==> src/rtl/booth_arb_pkg.sv <==
// Shared types and sizing helpers for the Booth multiplier arbiter.
package booth_arb_pkg;
  typedef enum logic [1:0] {
    IDLE  = 2'd0,
    ISSUE = 2'd1,
    WAIT  = 2'd2,
    RESP  = 2'd3
  } state_t;

  localparam int DEF_NUM_REQ = 4;
  localparam int DEF_TIMEOUT = 31;

  // Watchdog counter must be able to hold the value TIMEOUT itself.
  function automatic int cnt_width(input int timeout);
    return $clog2(timeout + 1);
  endfunction
endpackage

==> src/rtl/rr_arbiter.sv <==
// Combinational round-robin picker: first valid request at or after i_ptr wins.
module rr_arbiter import booth_arb_pkg::*; #(
  parameter int NUM_REQ = DEF_NUM_REQ,
  parameter int IW      = $clog2(NUM_REQ)
) (
  input  logic [NUM_REQ-1:0] i_req,
  input  logic [IW-1:0]      i_ptr,
  input  logic               i_en,
  output logic [NUM_REQ-1:0] o_gnt,
  output logic [IW-1:0]      o_idx
);
  logic [IW:0]   w_sum;
  logic [IW-1:0] w_k_idx;
  logic          w_found;

  always_comb begin
    o_gnt   = '0;
    o_idx   = '0;
    w_found = 1'b0;
    w_sum   = '0;
    w_k_idx = '0;
    for (int k = 0; k < NUM_REQ; k++) begin
      // Rotate by ptr with an explicit wrap so non-power-of-two counts work.
      w_sum = {1'b0, i_ptr} + (IW+1)'(k);
      if (w_sum >= (IW+1)'(NUM_REQ)) w_sum = w_sum - (IW+1)'(NUM_REQ);
      w_k_idx = w_sum[IW-1:0];
      if (i_en && !w_found && i_req[w_k_idx]) begin
        w_found        = 1'b1;
        o_gnt[w_k_idx] = 1'b1;
        o_idx          = w_k_idx;
      end
    end
  end
endmodule

==> src/rtl/booth_mul_arbiter.sv <==
// Shares one start/done Booth multiplier among NUM_REQ requesters, round-robin,
// with a watchdog that turns a missing done into an error response.
module booth_mul_arbiter import booth_arb_pkg::*; #(
  parameter int NUM_REQ = DEF_NUM_REQ,
  parameter int TIMEOUT = DEF_TIMEOUT
) (
  input  logic                 clk,
  input  logic                 rst_n,
  input  logic [NUM_REQ-1:0]   req_valid,
  input  logic [8*NUM_REQ-1:0] req_a,
  input  logic [8*NUM_REQ-1:0] req_b,
  output logic [NUM_REQ-1:0]   req_ready,
  output logic [NUM_REQ-1:0]   resp_valid,
  input  logic [NUM_REQ-1:0]   resp_ready,
  output logic [15:0]          resp_data,
  output logic                 resp_err,
  output logic                 mul_start,
  output logic [7:0]           mul_a,
  output logic [7:0]           mul_b,
  input  logic                 mul_done,
  input  logic [15:0]          mul_result,
  output logic                 busy
);
  localparam int IW = $clog2(NUM_REQ);
  localparam int CW = cnt_width(TIMEOUT);

  state_t        r_state;
  logic [IW-1:0] r_ptr;
  logic [IW-1:0] r_owner;
  logic [CW-1:0] r_cnt;

  logic [NUM_REQ-1:0]      w_gnt;
  logic [IW-1:0]           w_idx;
  logic [NUM_REQ-1:0][7:0] w_a;
  logic [NUM_REQ-1:0][7:0] w_b;
  logic                    w_timeout;
  logic [IW-1:0]           w_next_ptr;

  assign w_a = req_a;
  assign w_b = req_b;

  rr_arbiter #(.NUM_REQ(NUM_REQ), .IW(IW)) u_arb (
    .i_req (req_valid),
    .i_ptr (r_ptr),
    .i_en  (r_state == IDLE),
    .o_gnt (w_gnt),
    .o_idx (w_idx)
  );

  assign req_ready  = w_gnt;
  assign mul_start  = (r_state == ISSUE);
  assign busy       = (r_state != IDLE);
  assign w_timeout  = (r_cnt == CW'(TIMEOUT));
  assign w_next_ptr = (r_owner == IW'(NUM_REQ-1)) ? '0 : r_owner + IW'(1);

  always_comb begin
    resp_valid = '0;
    if (r_state == RESP) resp_valid[r_owner] = 1'b1;
  end

  always_ff @(posedge clk) begin
    if (!rst_n) begin
      r_state   <= IDLE;
      r_ptr     <= '0;
      r_owner   <= '0;
      r_cnt     <= '0;
      mul_a     <= '0;
      mul_b     <= '0;
      resp_data <= '0;
      resp_err  <= 1'b0;
    end else begin
      unique case (r_state)
        IDLE: if (|w_gnt) begin
          mul_a   <= w_a[w_idx];
          mul_b   <= w_b[w_idx];
          r_owner <= w_idx;
          r_state <= ISSUE;
        end
        ISSUE: begin
          r_cnt   <= '0;
          r_state <= WAIT;
        end
        // A done in the same cycle as the timeout still counts as success.
        WAIT: if (mul_done) begin
          resp_data <= mul_result;
          resp_err  <= 1'b0;
          r_state   <= RESP;
        end else if (w_timeout) begin
          resp_data <= '0;
          resp_err  <= 1'b1;
          r_state   <= RESP;
        end else begin
          r_cnt <= r_cnt + CW'(1);
        end
        RESP: if (resp_ready[r_owner]) begin
          r_ptr   <= w_next_ptr;
          r_state <= IDLE;
        end
        default: r_state <= IDLE;
      endcase
    end
  end
endmodule

==> config.mk <==
export PLATFORM = sky130hd
export DESIGN_NAME = booth_mul_arbiter
export DESIGN_NICKNAME = d
export VERILOG_FILES = /design/src/rtl/booth_arb_pkg.sv /design/src/rtl/rr_arbiter.sv /design/src/rtl/booth_mul_arbiter.sv
export SDC_FILE = /design/constraint.sdc
export NUM_CORES = 1
export LEC_CHECK = 0
export ABC_AREA = 1
export CORE_ASPECT_RATIO = 1.75
export CORE_MARGIN = 1.5
export CORE_UTILIZATION = 47
export CTS_CLUSTER_DIAMETER = 60
export CTS_CLUSTER_SIZE = 24
export DETAILED_ROUTE_END_ITERATION = 16
export PLACE_DENSITY = 0.87
export SETUP_SLACK_MARGIN = 0.05
export SYNTH_ARGS = -nofsm -noshare
export SYNTH_HDL_FRONTEND = slang
export SYNTH_SLANG_ARGS = --single-unit
==> constraint.sdc <==
create_clock -name clk -period 3.6 [get_ports clk]
set_input_delay 0.72 -clock clk [delete_from_list [all_inputs] [get_ports clk]]
set_output_delay 0.72 -clock clk [all_outputs]
set_load 0.05 [all_outputs]
# ---- After elaboration in Yosys (flattened, before gate mapping)
# Cells that the tools add are included.
# W data, S select, Z words.
dict set report word_totals {
  output_inout_bits 43
  input_bits 91
  ff_bits 44
  word_cells 123
}
dict set report op_classes {
  addsub 9
  bitwise 3
  n_reduce_logical 25
  eq_ne 10
  n_lt_le_gt_ge 15
  muxes 53
}
# operator n
set op_table {}
lappend op_table {{$bmux W8 S2} 2}
lappend op_table {{$mux W16} 2}
lappend op_table {{$mux W2} 13}
lappend op_table {{$mux W4} 5}
lappend op_table {{$lt A2 B3 Y1 const B} 6}
lappend op_table {{$mux W8} 2}
lappend op_table {{$mux W1} 15}
lappend op_table {{$logic_and A1 B1 Y1} 12}
lappend op_table {{$or A4 B4 Y4} 3}
lappend op_table {{$bmux W1 S2} 5}
lappend op_table {{$demux W1 S2} 5}
lappend op_table {{$ge A2 B1 Y1 const B} 5}
lappend op_table {{$mux W5} 2}
lappend op_table {{$pmux W5 S2} 1}
lappend op_table {{$ge A3 B3 Y1 const B} 3}
lappend op_table {{$pmux W2 S4} 1}
lappend op_table {{$sub A2 B1 Y2 const B} 4}
lappend op_table {{$add A2 B2 Y3 const B} 2}
lappend op_table {{$eq A2 B2 Y1 const B} 3}
lappend op_table {{$ne A2 B2 Y1 const B} 3}
lappend op_table {{$reduce_and A2 Y1} 3}
lappend op_table {{$reduce_and A3 Y1} 2}
lappend op_table {{$reduce_bool A2 Y1} 3}
lappend op_table {{$add A5 B1 Y5 const B} 1}
lappend op_table {{other kinds (10)} 12}

# ---- Longest topological paths before layout
dict set report depth {
  ltp_word 21
  ltp_mapped 17
  ltp_nobuf 16
}

# ---- Hierarchy
# From an unflattened synthesis, not the netlist that was laid out.
dict set report hier_totals {
  cells_unflattened 415
  area_unflattened_um2 2820.2
}
# mod instances cells_each area_per_inst_um2
set by_module_without_submodules {}
lappend by_module_without_submodules {booth_mul_arbiter 1 334 2327.2}
lappend by_module_without_submodules {rr_arbiter 1 81 493.0}

# ---- Worst setup path before layout
# No wires, ideal clock.
dict set report synth_path {
  path_type {register to register}
  from {reg r_ptr[0]}
  to {reg mul_a[1]}
  synth_period_minus_slack_ns 2.819
  path_slack_ns 0.781
  stages_incl_launch_ff 17
  required_ns 3.461
  path_buffers 2
  arrival_ns 2.680
  cell_sequence {dfxtp_1 -> inv_2 -> ha_1 -> inv_1 -> nand3_2 -> nand2_2 -> nor2_2 -> nand2_1 -> nand2_1 -> inv_1 -> nand3_1 -> nor2_1 -> nand2_2 -> buf_4 -> buf_6 -> nand2_1 -> a21oi_2}
}
dict set report synth_via {
  elab_chain_len 20
  elab_cells_between_ends 71
  classes_between {add/sub: 7; order compare: 12; mux: 33; bitwise: 3; reduce/logical: 16}
}
# item line_no
set synth_rtl {}
lappend synth_rtl {{start, declared} booth_mul_arbiter.sv:28} ;# logic [IW-1:0] r_ptr;
lappend synth_rtl {{start signal, assigned} booth_mul_arbiter.sv:96} ;# r_ptr <= w_next_ptr;
lappend synth_rtl {{parallel branches: the longest is 17 deep, another holds $add A2 B1 Y3} --}
lappend synth_rtl {{$mux W4 *} rr_arbiter.sv:27} ;# if (i_en && !w_found && i_req[w_k_idx]) begin
lappend synth_rtl {{net req_ready[0]} booth_mul_arbiter.sv:12} ;# output logic [NUM_REQ-1:0] req_ready,
lappend synth_rtl {{$reduce_or A4 Y1 *} booth_mul_arbiter.sv:73} ;# IDLE: if (|w_gnt) begin
lappend synth_rtl {{$reduce_and A2 Y1 (no line) *} --}
lappend synth_rtl {{end signal, assigned} booth_mul_arbiter.sv:74} ;# mul_a <= w_a[w_idx];
lappend synth_rtl {{end, declared} booth_mul_arbiter.sv:18} ;# output logic [7:0] mul_a,
# Mark *: on every way through the listed nets, which the timed path passes. The select of a mux whose other input is x is not followed.
# A chain may end at the register's enable or synchronous reset.

# ---- Worst setup path in the final report
dict set report layout_path {
  from {reg r_ptr[0]}
  to {out req_ready[3]}
}
dict set report layout_via {
  elab_chain_len 18
  elab_cells_between_ends 63
  classes_between {add/sub: 7; order compare: 12; mux: 27; bitwise: 3; reduce/logical: 14}
}
# item line_no
set layout_rtl {}
lappend layout_rtl {{parallel branches: the longest is 17 deep, another holds $add A2 B1 Y3} --}
lappend layout_rtl {{$mux W4 *} rr_arbiter.sv:27}
lappend layout_rtl {{end, declared} booth_mul_arbiter.sv:12}
# Every way passes the cells marked *. The select of a mux whose other input is x is not followed.

==> out/results.txt <==
Max Slew Vio Count - 0
CP Max Fanout - 11
Worst Max-Slew Pin Slew - 0.561 ns
Clk pwr share - 16.0%
number of DRC markers in iteration 0 - 173
final setup TNS - 0 ns
vias in the first global route - 3,503
total track usage - 25.8%
switching part of the total - 50.2%
Fin. Hold Viols - 0
Post-Syn Nets - 617
Layout Skew - 0.00330 ns
total of max-cap violations - 0
syn avg cell area - 6.35 um^2
largest net degree at the start of global routing - 34
die span in y - 113 um
Setup Fix Bufs, Post-CTS - 0
Cells after Synth - 507
Final setup viols - 0
clock slew at reported path FFs - 0.06 ns
#FFs+latches synth - 44
# rows - 39
CTS max path bufs - 2
Hold Crit Class - flop to flop
Worst EP required - 2.88 ns
WL per Instance - 13.3 um
Worst VDD drop - 0.000331 V
Min Hold Slack - 0.478 ns
Die Span X - 65.6 um
post-cts repair resize count - 0
Yosys warnings - 0
core area - 6590 um^2
leak pwr - 2.19 nW
antenna cell count - 0
synth unique cells - 31
sequential cell area fraction in the yosys report - 27.4%
routability cong. - 0.953
f_max - 307 MHz
Sequential Power Share - 21.7%
# DRC - 0
RSZ-0062 raised after global routing - no
most frequent cells in the layout - clkdlybuf4s50_1 (129), nand2_1 (128), nand3_1 (107)
ys async rst share - 0%
vias per cell - 5.18
WS Path Type - flop to output port
Crit path arrival time - 2.54 ns
CTS Buf Count - 5
DP HPWL - 7530 um
# fillers - 528
final antenna-violating net count - 0
Internal - 1.63 mW
Cells on Worst Hold Path - 2
Max H-tree Level - 2
CTS tree - done
area growth from synthesis to layout - 46.6%
grt ovf - 0
relative slew slack - 62.5%
crit path from - r_ptr[0]$_SDFFE_PN0P_
PwrDens - 695 nW/um^2
Final Critical Period - 3.26 ns
DR vias - 3,683
# hold bufs at CTS - 0
IO Count - 134
IO Port Bufs - 133
layout net count - 738
EDFF count, synth - 0
first-pass GRT wire length - 15,400 um
kind of start point of the critical path - flop
die footprint - 7380 um^2
DR pass1 iterations - 6
main flop type after synthesis - dfxtp_1
clock tree root driver cell - clkbuf_16
Initial Util - 48.9%
pre-CTS WS - 0.515 ns
share of cells above drive strength 1 - 7.95%
worst-case reg-to-reg path depth - 15
worst hold path startpoint - mul_b[0]$_SDFFE_PN0P_
final core occ - 71.7%
Gate power share - 62.3%
Worst-Skew Late Latency - 0.28 ns
antenna violations before repair - 0
total wire length - 9490 um
final worst-path cycle share - 90.6%
worst r2r src - r_ptr[0]$_SDFFE_PN0P_
most common cell after layout, fill and taps aside - clkdlybuf4s50_1
P_sw - 1.65 mW
CTS Sinks - 44
min setup slack post-route - 0.339 ns
Crit. End Element - output port
run status - finished clean
synthesized area - 3220 um^2
==> metrics by stage <==
stage	total power [mW]	area, um^2	std cells
final	3.28	4720	711
after global routing	3.50	4720	711
after CTS	3.28	4720	711
after detailed placement	2.75	4550	703
after global placement	2.72	4550	703
after floorplan	2.23	3220	507
==> layer usage <==
metal / vias up / GRT usage (%) / share of wire (%)
met1: 1654 / 28.2 / 37
met3: 24 / 3.81 / 5.5
met2: 149 / 48.8 / 54
met4: 0 / 9.17 / 2.7
met5: - / 0 / 0
li1: 1856 / - / -
==> cell families after synthesis <==
family | count (synthesis) | synth area share [%]
buffers and inverters | 102 | 13.2
and+or+nand+nor | 288 | 41.5
adders and majority gates | 19 | 7.38
AOI/OAI and AO/OA | 54 | 10.6
DFF | 44 | 27.4
==> worst max-delay path, cell delays in order (launching register included) <==
cell and delay [ns]:
dfxtp_1 0.52, inv_2 0.19, ha_1 0.36, inv_1 0.19, nand3_2 0.15, nand2_2 0.12, nand3_4 0.12, nor2_4 0.17
nand2_1 0.09, nand3_1 0.13, buf_4 0.21
==> worst paths after layout <==
check,slack (ns),end
worst max-delay path,0.34,req_ready[3]
worst min register to register,0.48,mul_b[0]$_SDFFE_PN0P_
worst min-delay path,0.48,mul_b[0]$_SDFFE_PN0P_
worst max register to register,0.54,mul_b[0]$_SDFFE_PN0P_
==> cell type report <==
type,instances,area (um^2),area share (%)
multi-input cells,361,1920,40.6
clock buffers,5,125,2.65
well taps,82,103,2.17
flip-flops and latches,44,881,18.7
repair buffers,138,1360,28.8
inverters,78,293,6.20
clock inverters,3,46.3,0.980
==> registers in the layout (all words and copies together), names as in the netlist <==
name,cells
resp_data,16
mul_a,8
mul_b,8
r_cnt,5
r_owner,2
r_ptr,2
r_state,2
resp_err,1
==> power groups by stage <==
stage	Clock, mW	Combinational, mW	Sequential (mW)
finish	0.524	2.04	0.713
detailed placement	0	2.03	0.722
global route	0.555	2.22	0.725
CTS	0.529	2.04	0.713
floorplan	0	1.18	1.05
global placement	0	2.00	0.718
==> cell usage after synthesis, types with 4 or more instances <==
library cell | number | area, um^2
o21ai_0 | 10 | 50.1
a21oi_1 | 28 | 140
nor3_1 | 5 | 25.0
nand3b_1 | 5 | 37.5
dfxtp_1 | 44 | 881
nand2_2 | 6 | 37.5
nand3_2 | 4 | 40.0
nand2_1 | 128 | 480
inv_2 | 4 | 15.0
buf_2 | 6 | 30.0
a21oi_2 | 9 | 78.8
clkbuf_1 | 12 | 45.0
nand3_1 | 107 | 536
ha_1 | 19 | 238
inv_1 | 74 | 278
nor2_1 | 23 | 86.3
No activity file was read; power rests on OpenSTA's default activity.
